File: src/rtl/complex_mag_stream.sv
// rtl/complex_mag_stream.sv - pipelined I/Q magnitude stream with per-frame peak tracker
module complex_mag_stream #(
    parameter int DATA_WIDTH = 32,
    parameter int IDX_WIDTH  = 10
) (
    input  logic                  clk_in,
    input  logic                  rst_in,
    input  logic [DATA_WIDTH-1:0] s_i_in,
    input  logic [DATA_WIDTH-1:0] s_q_in,
    input  logic                  s_last_in,
    input  logic                  s_valid_in,
    output logic                  s_ready_out,
    input  logic [1:0]            mode_in,
    output logic [DATA_WIDTH:0]   m_mag_out,
    output logic                  m_last_out,
    output logic                  m_valid_out,
    input  logic                  m_ready_in,
    output logic [DATA_WIDTH:0]   peak_out,
    output logic [IDX_WIDTH-1:0]  peak_idx_out,
    output logic                  peak_valid_out
);

    localparam logic [DATA_WIDTH-1:0] ABS_ONE = {{(DATA_WIDTH-1){1'b0}}, 1'b1};
    localparam logic [IDX_WIDTH-1:0]  IDX_ONE = {{(IDX_WIDTH-1){1'b0}}, 1'b1};

    // Two's-complement magnitude; the most negative value lands on 2**(DATA_WIDTH-1),
    // which is representable because the result is read as unsigned.
    function automatic logic [DATA_WIDTH-1:0] abs_val(input logic [DATA_WIDTH-1:0] x);
        abs_val = x[DATA_WIDTH-1] ? (~x + ABS_ONE) : x;
    endfunction

    // Alpha-max-plus-beta-min family; one extra bit keeps max+min from wrapping.
    function automatic logic [DATA_WIDTH:0] combine(input logic [DATA_WIDTH-1:0] mx,
                                                    input logic [DATA_WIDTH-1:0] mn,
                                                    input logic [1:0]            mode);
        logic [DATA_WIDTH:0] mx_e;
        logic [DATA_WIDTH:0] mn_e;
        mx_e = {1'b0, mx};
        mn_e = {1'b0, mn};
        case (mode)
            2'd0:    combine = mx_e + (mn_e >> 2);
            2'd1:    combine = mx_e + (mn_e >> 2) + (mn_e >> 3);
            2'd2:    combine = mx_e + mn_e;
            default: combine = mx_e;
        endcase
    endfunction

    // Stage 1 (abs) registers
    logic                  v1_q, v1_d;
    logic [DATA_WIDTH-1:0] ai1_q, ai1_d;
    logic [DATA_WIDTH-1:0] aq1_q, aq1_d;
    logic [1:0]            mode1_q, mode1_d;
    logic                  last1_q, last1_d;

    // Stage 2 (min/max) registers
    logic                  v2_q, v2_d;
    logic [DATA_WIDTH-1:0] max2_q, max2_d;
    logic [DATA_WIDTH-1:0] min2_q, min2_d;
    logic [1:0]            mode2_q, mode2_d;
    logic                  last2_q, last2_d;

    // Stage 3 (combine) registers, drive the master side directly
    logic                  m_valid_q, m_valid_d;
    logic [DATA_WIDTH:0]   m_mag_q, m_mag_d;
    logic                  m_last_q, m_last_d;

    // Peak tracker state
    logic [IDX_WIDTH-1:0]  idx_cnt_q, idx_cnt_d;
    logic                  first_q, first_d;
    logic [DATA_WIDTH:0]   run_peak_q, run_peak_d;
    logic [IDX_WIDTH-1:0]  run_idx_q, run_idx_d;
    logic [DATA_WIDTH:0]   peak_q, peak_d;
    logic [IDX_WIDTH-1:0]  peak_idx_q, peak_idx_d;
    logic                  peak_valid_q, peak_valid_d;

    logic en;
    logic out_hs;

    assign en          = !m_valid_q || m_ready_in;
    assign out_hs      = m_valid_q && m_ready_in;
    assign s_ready_out = en && !rst_in;

    assign m_valid_out    = m_valid_q;
    assign m_mag_out      = m_mag_q;
    assign m_last_out     = m_last_q;
    assign peak_out       = peak_q;
    assign peak_idx_out   = peak_idx_q;
    assign peak_valid_out = peak_valid_q;

    // Stage 1: capture the incoming beat as component magnitudes; hold when stalled
    always_comb begin
        v1_d    = v1_q;
        ai1_d   = ai1_q;
        aq1_d   = aq1_q;
        mode1_d = mode1_q;
        last1_d = last1_q;
        if (en) begin
            v1_d    = s_valid_in;
            ai1_d   = abs_val(s_i_in);
            aq1_d   = abs_val(s_q_in);
            mode1_d = mode_in;
            last1_d = s_last_in;
        end
    end

    // Stage 2: order the two magnitudes into max and min
    always_comb begin
        v2_d    = v2_q;
        max2_d  = max2_q;
        min2_d  = min2_q;
        mode2_d = mode2_q;
        last2_d = last2_q;
        if (en) begin
            v2_d    = v1_q;
            mode2_d = mode1_q;
            last2_d = last1_q;
            if (ai1_q >= aq1_q) begin
                max2_d = ai1_q;
                min2_d = aq1_q;
            end else begin
                max2_d = aq1_q;
                min2_d = ai1_q;
            end
        end
    end

    // Stage 3: apply the beat's own approximation mode
    always_comb begin
        m_valid_d = m_valid_q;
        m_mag_d   = m_mag_q;
        m_last_d  = m_last_q;
        if (en) begin
            m_valid_d = v2_q;
            m_mag_d   = combine(max2_q, min2_q, mode2_q);
            m_last_d  = last2_q;
        end
    end

    // Peak tracker: fold each delivered beat into the running peak, publish on TLAST
    always_comb begin
        logic                 take;
        logic [DATA_WIDTH:0]  nxt_peak;
        logic [IDX_WIDTH-1:0] nxt_idx;
        idx_cnt_d    = idx_cnt_q;
        first_d      = first_q;
        run_peak_d   = run_peak_q;
        run_idx_d    = run_idx_q;
        peak_d       = peak_q;
        peak_idx_d   = peak_idx_q;
        peak_valid_d = 1'b0;
        // Strictly-greater keeps the earliest index on ties; first beat always loads
        // even if the wrapped counter happens to be zero mid-frame.
        take     = first_q || (m_mag_q > run_peak_q);
        nxt_peak = take ? m_mag_q : run_peak_q;
        nxt_idx  = take ? idx_cnt_q : run_idx_q;
        if (out_hs) begin
            if (m_last_q) begin
                peak_d       = nxt_peak;
                peak_idx_d   = nxt_idx;
                peak_valid_d = 1'b1;
                idx_cnt_d    = '0;
                first_d      = 1'b1;
                run_peak_d   = '0;
                run_idx_d    = '0;
            end else begin
                run_peak_d = nxt_peak;
                run_idx_d  = nxt_idx;
                idx_cnt_d  = idx_cnt_q + IDX_ONE;
                first_d    = 1'b0;
            end
        end
    end

    // Pipeline registers; reset discards every in-flight beat
    always_ff @(posedge clk_in) begin
        if (rst_in) begin
            v1_q      <= 1'b0;
            ai1_q     <= '0;
            aq1_q     <= '0;
            mode1_q   <= '0;
            last1_q   <= 1'b0;
            v2_q      <= 1'b0;
            max2_q    <= '0;
            min2_q    <= '0;
            mode2_q   <= '0;
            last2_q   <= 1'b0;
            m_valid_q <= 1'b0;
            m_mag_q   <= '0;
            m_last_q  <= 1'b0;
        end else begin
            v1_q      <= v1_d;
            ai1_q     <= ai1_d;
            aq1_q     <= aq1_d;
            mode1_q   <= mode1_d;
            last1_q   <= last1_d;
            v2_q      <= v2_d;
            max2_q    <= max2_d;
            min2_q    <= min2_d;
            mode2_q   <= mode2_d;
            last2_q   <= last2_d;
            m_valid_q <= m_valid_d;
            m_mag_q   <= m_mag_d;
            m_last_q  <= m_last_d;
        end
    end

    // Peak tracker registers; reset drops any partial frame without a summary pulse
    always_ff @(posedge clk_in) begin
        if (rst_in) begin
            idx_cnt_q    <= '0;
            first_q      <= 1'b1;
            run_peak_q   <= '0;
            run_idx_q    <= '0;
            peak_q       <= '0;
            peak_idx_q   <= '0;
            peak_valid_q <= 1'b0;
        end else begin
            idx_cnt_q    <= idx_cnt_d;
            first_q      <= first_d;
            run_peak_q   <= run_peak_d;
            run_idx_q    <= run_idx_d;
            peak_q       <= peak_d;
            peak_idx_q   <= peak_idx_d;
            peak_valid_q <= peak_valid_d;
        end
    end

endmodule

File: config.mk
export PLATFORM = sky130hd
export DESIGN_NAME = complex_mag_stream
export DESIGN_NICKNAME = d
export VERILOG_FILES = /design/src/rtl/complex_mag_stream.sv
export SDC_FILE = /design/constraint.sdc
export NUM_CORES = 1
export LEC_CHECK = 0
export CORE_ASPECT_RATIO = 0.6
export CORE_MARGIN = 1
export CORE_UTILIZATION = 65
export CTS_CLUSTER_SIZE = 24
export DETAILED_ROUTE_END_ITERATION = 8
export DONT_BUFFER_PORTS = 1
export PLACE_DENSITY = 0.89
export REMOVE_ABC_BUFFERS = 1
export SETUP_SLACK_MARGIN = 0.2
export SLEW_MARGIN = 20
export SYNTH_ARGS = -nofsm -noshare
export SYNTH_HDL_FRONTEND = slang
export SYNTH_SLANG_ARGS = --single-unit
export TNS_END_PERCENT = 100
File: constraint.sdc
create_clock -name clk_in -period 12.2 [get_ports clk_in]
set_input_delay 2.44 -clock clk_in [delete_from_list [all_inputs] [get_ports clk_in]]
set_output_delay 2.44 -clock clk_in [all_outputs]
set_load 0.02 [all_outputs]
==> impl_metrics.yaml <==
status:
  status: "finished, final reports clean"
global_route:
  track_usage_pct: 33.5
  grt_pass1_vias: 16200
  antenna_found_initial: 0
  grt_max_degree: 258
  overflow: 0
  grt_pass1_wl_um: 83100
worst_hold_path:
  hold-path-endpoint: "v2_q$_SDFFE_PP0N_"
  hold_path_startpoint: "v2_q$_SDFFE_PP0N_"
  worstHoldPathType: "flip-flop to flip-flop"
  holdPathStages: 2
logic_synthesis:
  ys_ff_latch: 269
  yosysWarnings: 0
  synthCells: 2288
  avgSynthCellArea_um2: 8.28
  ys_seq_area_share_pct: 28.4
  synth_compound_area_share_pct: 24.9
  synth_adder_area_share_pct: 10.8
  async_flop_share_pct: 0
  synth-xor-area-share_pct: 6.10
  synth_top_flop_cell: "dfxtp_1"
  synth_area_um2: 18900
  synth_cell_types: 76
  yosys.area_share.simple_pct: 17.1
  synth_edf_count: 0
  synth_top_family_by_area: "compound AO/OA/AOI/OAI gates"
  synth_mux_area_share_pct: 7.69
clock_tree:
  clock_latency_ps: 560
  cts_tree: "done"
  cts.clk_slew.worst_paths_ps: 60
  clkSinkCount: 269
  cts_setup_buffers: 0
  holdBufCountCts: 0
  htreeDepth: 1
  cts_buffer_depth: 3
  cts_resized: 0
  cts_buffers: 26
  cts_root_buffer: "clkbuf_16"
finish:
  fin_area_um2: 19900
  drive_gt1_share_pct: 4.85
  nNetsFinal: 2420
  area_delta_synth_final_pct: 5.26
  fin_cells: 2573
  diodes: 0
  final_core_util_pct: 70.9
sta:
  rsz0062_at_grt: "no"
  fin_crit_sh_pct: 47.5
  finalHoldViolations: 0
  finalSetupTns_ps: 0
  hold_ws_ps: 447
  drv_slew: 0
  slew_headroom_pct: 27.5
  tightest_slew_ps: 1090
  max_freq_mhz: 172
  setup_viol: 0
  period_needed_ps: 5800
  skew_ps: 10.0
setup_path:
  rr_worst_depth: 22
  start_kind: "input pin"
  cp-end-kind: "output pin"
  path_class: "input pin to output pin"
  cp_slowest_stage_delay_ps: 360
  rr_startpoint: "max2_q[0]$_SDFFE_PP0N_"
  cp_slowest_cell: "clkinv_1"
  path_cells: "nand2b_4 -> nand2_1 -> clkinv_1"
  worstPathRequired_ps: 9760
  worst-path-max-fanout: 31
  crit_arrival_ps: 3360
  regToRegEndpoint: "m_mag_out[31]$_SDFFE_PP0N_"
  ff2ff_setup_slack_ps: 6590
detailed_routing:
  antenna_left: 0
  wl_um: 51300
  drt-initial-drc-count: 1973
  first_pass_iters: 9
  via_count: 17500
  avgRoutedWirePerCell_um: 19.9
  drc: 0
  vias_per_cell: 6.79
power_and_ir_drop:
  irDropWorstVdd_uv: 99.8
  p_per_area_nw_per_um2: 134
  leakagePower_uw: 0.00817
place:
  io_buffer_count: 0
  place_area_um2: 19000
  dp.cells: 2525
  hpwl_um: 36500
  place.gp.congestion: 0.964
floorplanning:
  die-area_um2: 29900
  rows: 47
  core_area_um2: 28100
  ios: 151
  start_util_pct: 67.4
  die_x_um: 222
  dieHeight_um: 134
job:
  maxCapViolCount: 0
-- cell families after synthesis --
kind of cell	count (synthesis)
DFF	269
and+or+nand+nor	625
adders and majority gates	162
xor gates and xnor gates	132
muxes	128
buffers and inverters	244
AOI/OAI and AO/OA	728
-- placed cells by master (no fill, tap or decap), types with 29 or more instances in the layout --
| cell type | count |
|---|---|
| inv_1 | 98 |
| or4_1 | 44 |
| nand3_1 | 42 |
| nand2_1 | 195 |
| o21ai_0 | 190 |
| a21oi_1 | 183 |
| xor2_1 | 80 |
| mux2i_1 | 113 |
| xnor2_1 | 52 |
| dfxtp_1 | 268 |
| nor3_1 | 29 |
| a211oi_1 | 77 |
| a21o_1 | 60 |
| o311ai_0 | 44 |
| nor4b_1 | 32 |
| nor2_1 | 131 |
| ha_1 | 159 |
-- synth_stat cells (11+ instances only) --
cell type | number | area share (%)
a211oi_1 | 77 | 3.1
a21o_1 | 60 | 2.4
a21oi_1 | 184 | 4.9
and3_1 | 11 | 0.36
buf_1 | 13 | 0.26
clkbuf_1 | 124 | 2.5
dfxtp_1 | 269 | 28
ha_1 | 159 | 11
inv_1 | 99 | 2.0
mux2i_1 | 113 | 6.0
mux4_2 | 14 | 1.7
nand2_1 | 195 | 3.9
nand2b_1 | 22 | 0.73
nand3_1 | 42 | 1.1
nand3b_1 | 14 | 0.55
nand4_1 | 22 | 0.73
nand4b_1 | 11 | 0.51
nor2_1 | 131 | 2.6
nor2b_1 | 15 | 0.50
nor3_1 | 29 | 0.77
nor4b_1 | 32 | 1.5
o211ai_1 | 16 | 0.63
o21a_1 | 22 | 0.87
o21ai_0 | 190 | 5.0
o311ai_0 | 44 | 2.0
o31ai_1 | 26 | 1.0
or3_1 | 17 | 0.56
or4_1 | 44 | 1.7
xnor2_1 | 52 | 2.4
xor2_1 | 80 | 3.7
-- cell type report --
| class | instances | area (um^2) |
|---|---|---|
| inverter | 101 | 379 |
| fill | 2185 | 8170 |
| tap | 367 | 459 |
| timing repair buffer | 14 | 138 |
| multi-input combinational | 1775 | 12700 |
| sequential | 269 | 5390 |
| clock buffer | 39 | 781 |
| clock inverter | 8 | 124 |
-- routing by layer --
metal	routed length, um	up-vias	global-route usage [%]
met5	0	-	0
met4	1070	0	7.78
met3	4390	97	6.53
met2	22800	724	53.6
met1	23000	8345	46.6
li1	-	8303	-
-- worst max-delay path, delay by kind of cell --
kind | cells | cell delay, ps
AND/OR/NAND/NOR | 2 | 540
buffers and inverters | 1 | 360
-- worst max-delay path by stage --
stage	startpoint	end	slack (ps)	cells after the start
floorplan	m_ready_in	s_ready_out	1590	3
global placement	m_ready_in	s_ready_out	6470	3
detailed placement	m_ready_in	s_ready_out	6420	3
CTS	m_ready_in	s_ready_out	6410	3
global route	max2_q[0]$_SDFFE_PP0N_	m_mag_out[31]$_SDFFE_PP0N_	6230	22
finish	m_ready_in	s_ready_out	6400	3
-- sequential cells by signal (all words and copies together), names as in the netlist, 2 cells and up --
signal	cells
mode2_q	2
peak_idx_out	10
run_peak_q	33
peak_out	33
min2_q	32
run_idx_q	10
max2_q	32
mode1_q	2
ai1_q	32
idx_cnt_q	10
aq1_q	32
m_mag_out	33
-- report_power, final --
part	switching, uW	total [uW]	internal [uW]	leakage (uW)
Clock	359	864	505	0.000438
Sequential	111	1050	940	0.00220
Combinational	413	747	334	0.00553
-- metrics by stage --
stage | worst slack (ps) | total power (uW)
finish | 6400 | 2660
global route | 6230 | 2790
detailed placement | 6420 | 1790
global placement | 6470 | 1760
floorplan | 1590 | 1640
CTS | 6410 | 2650
Note: power is estimated with default switching activity, not from simulation.
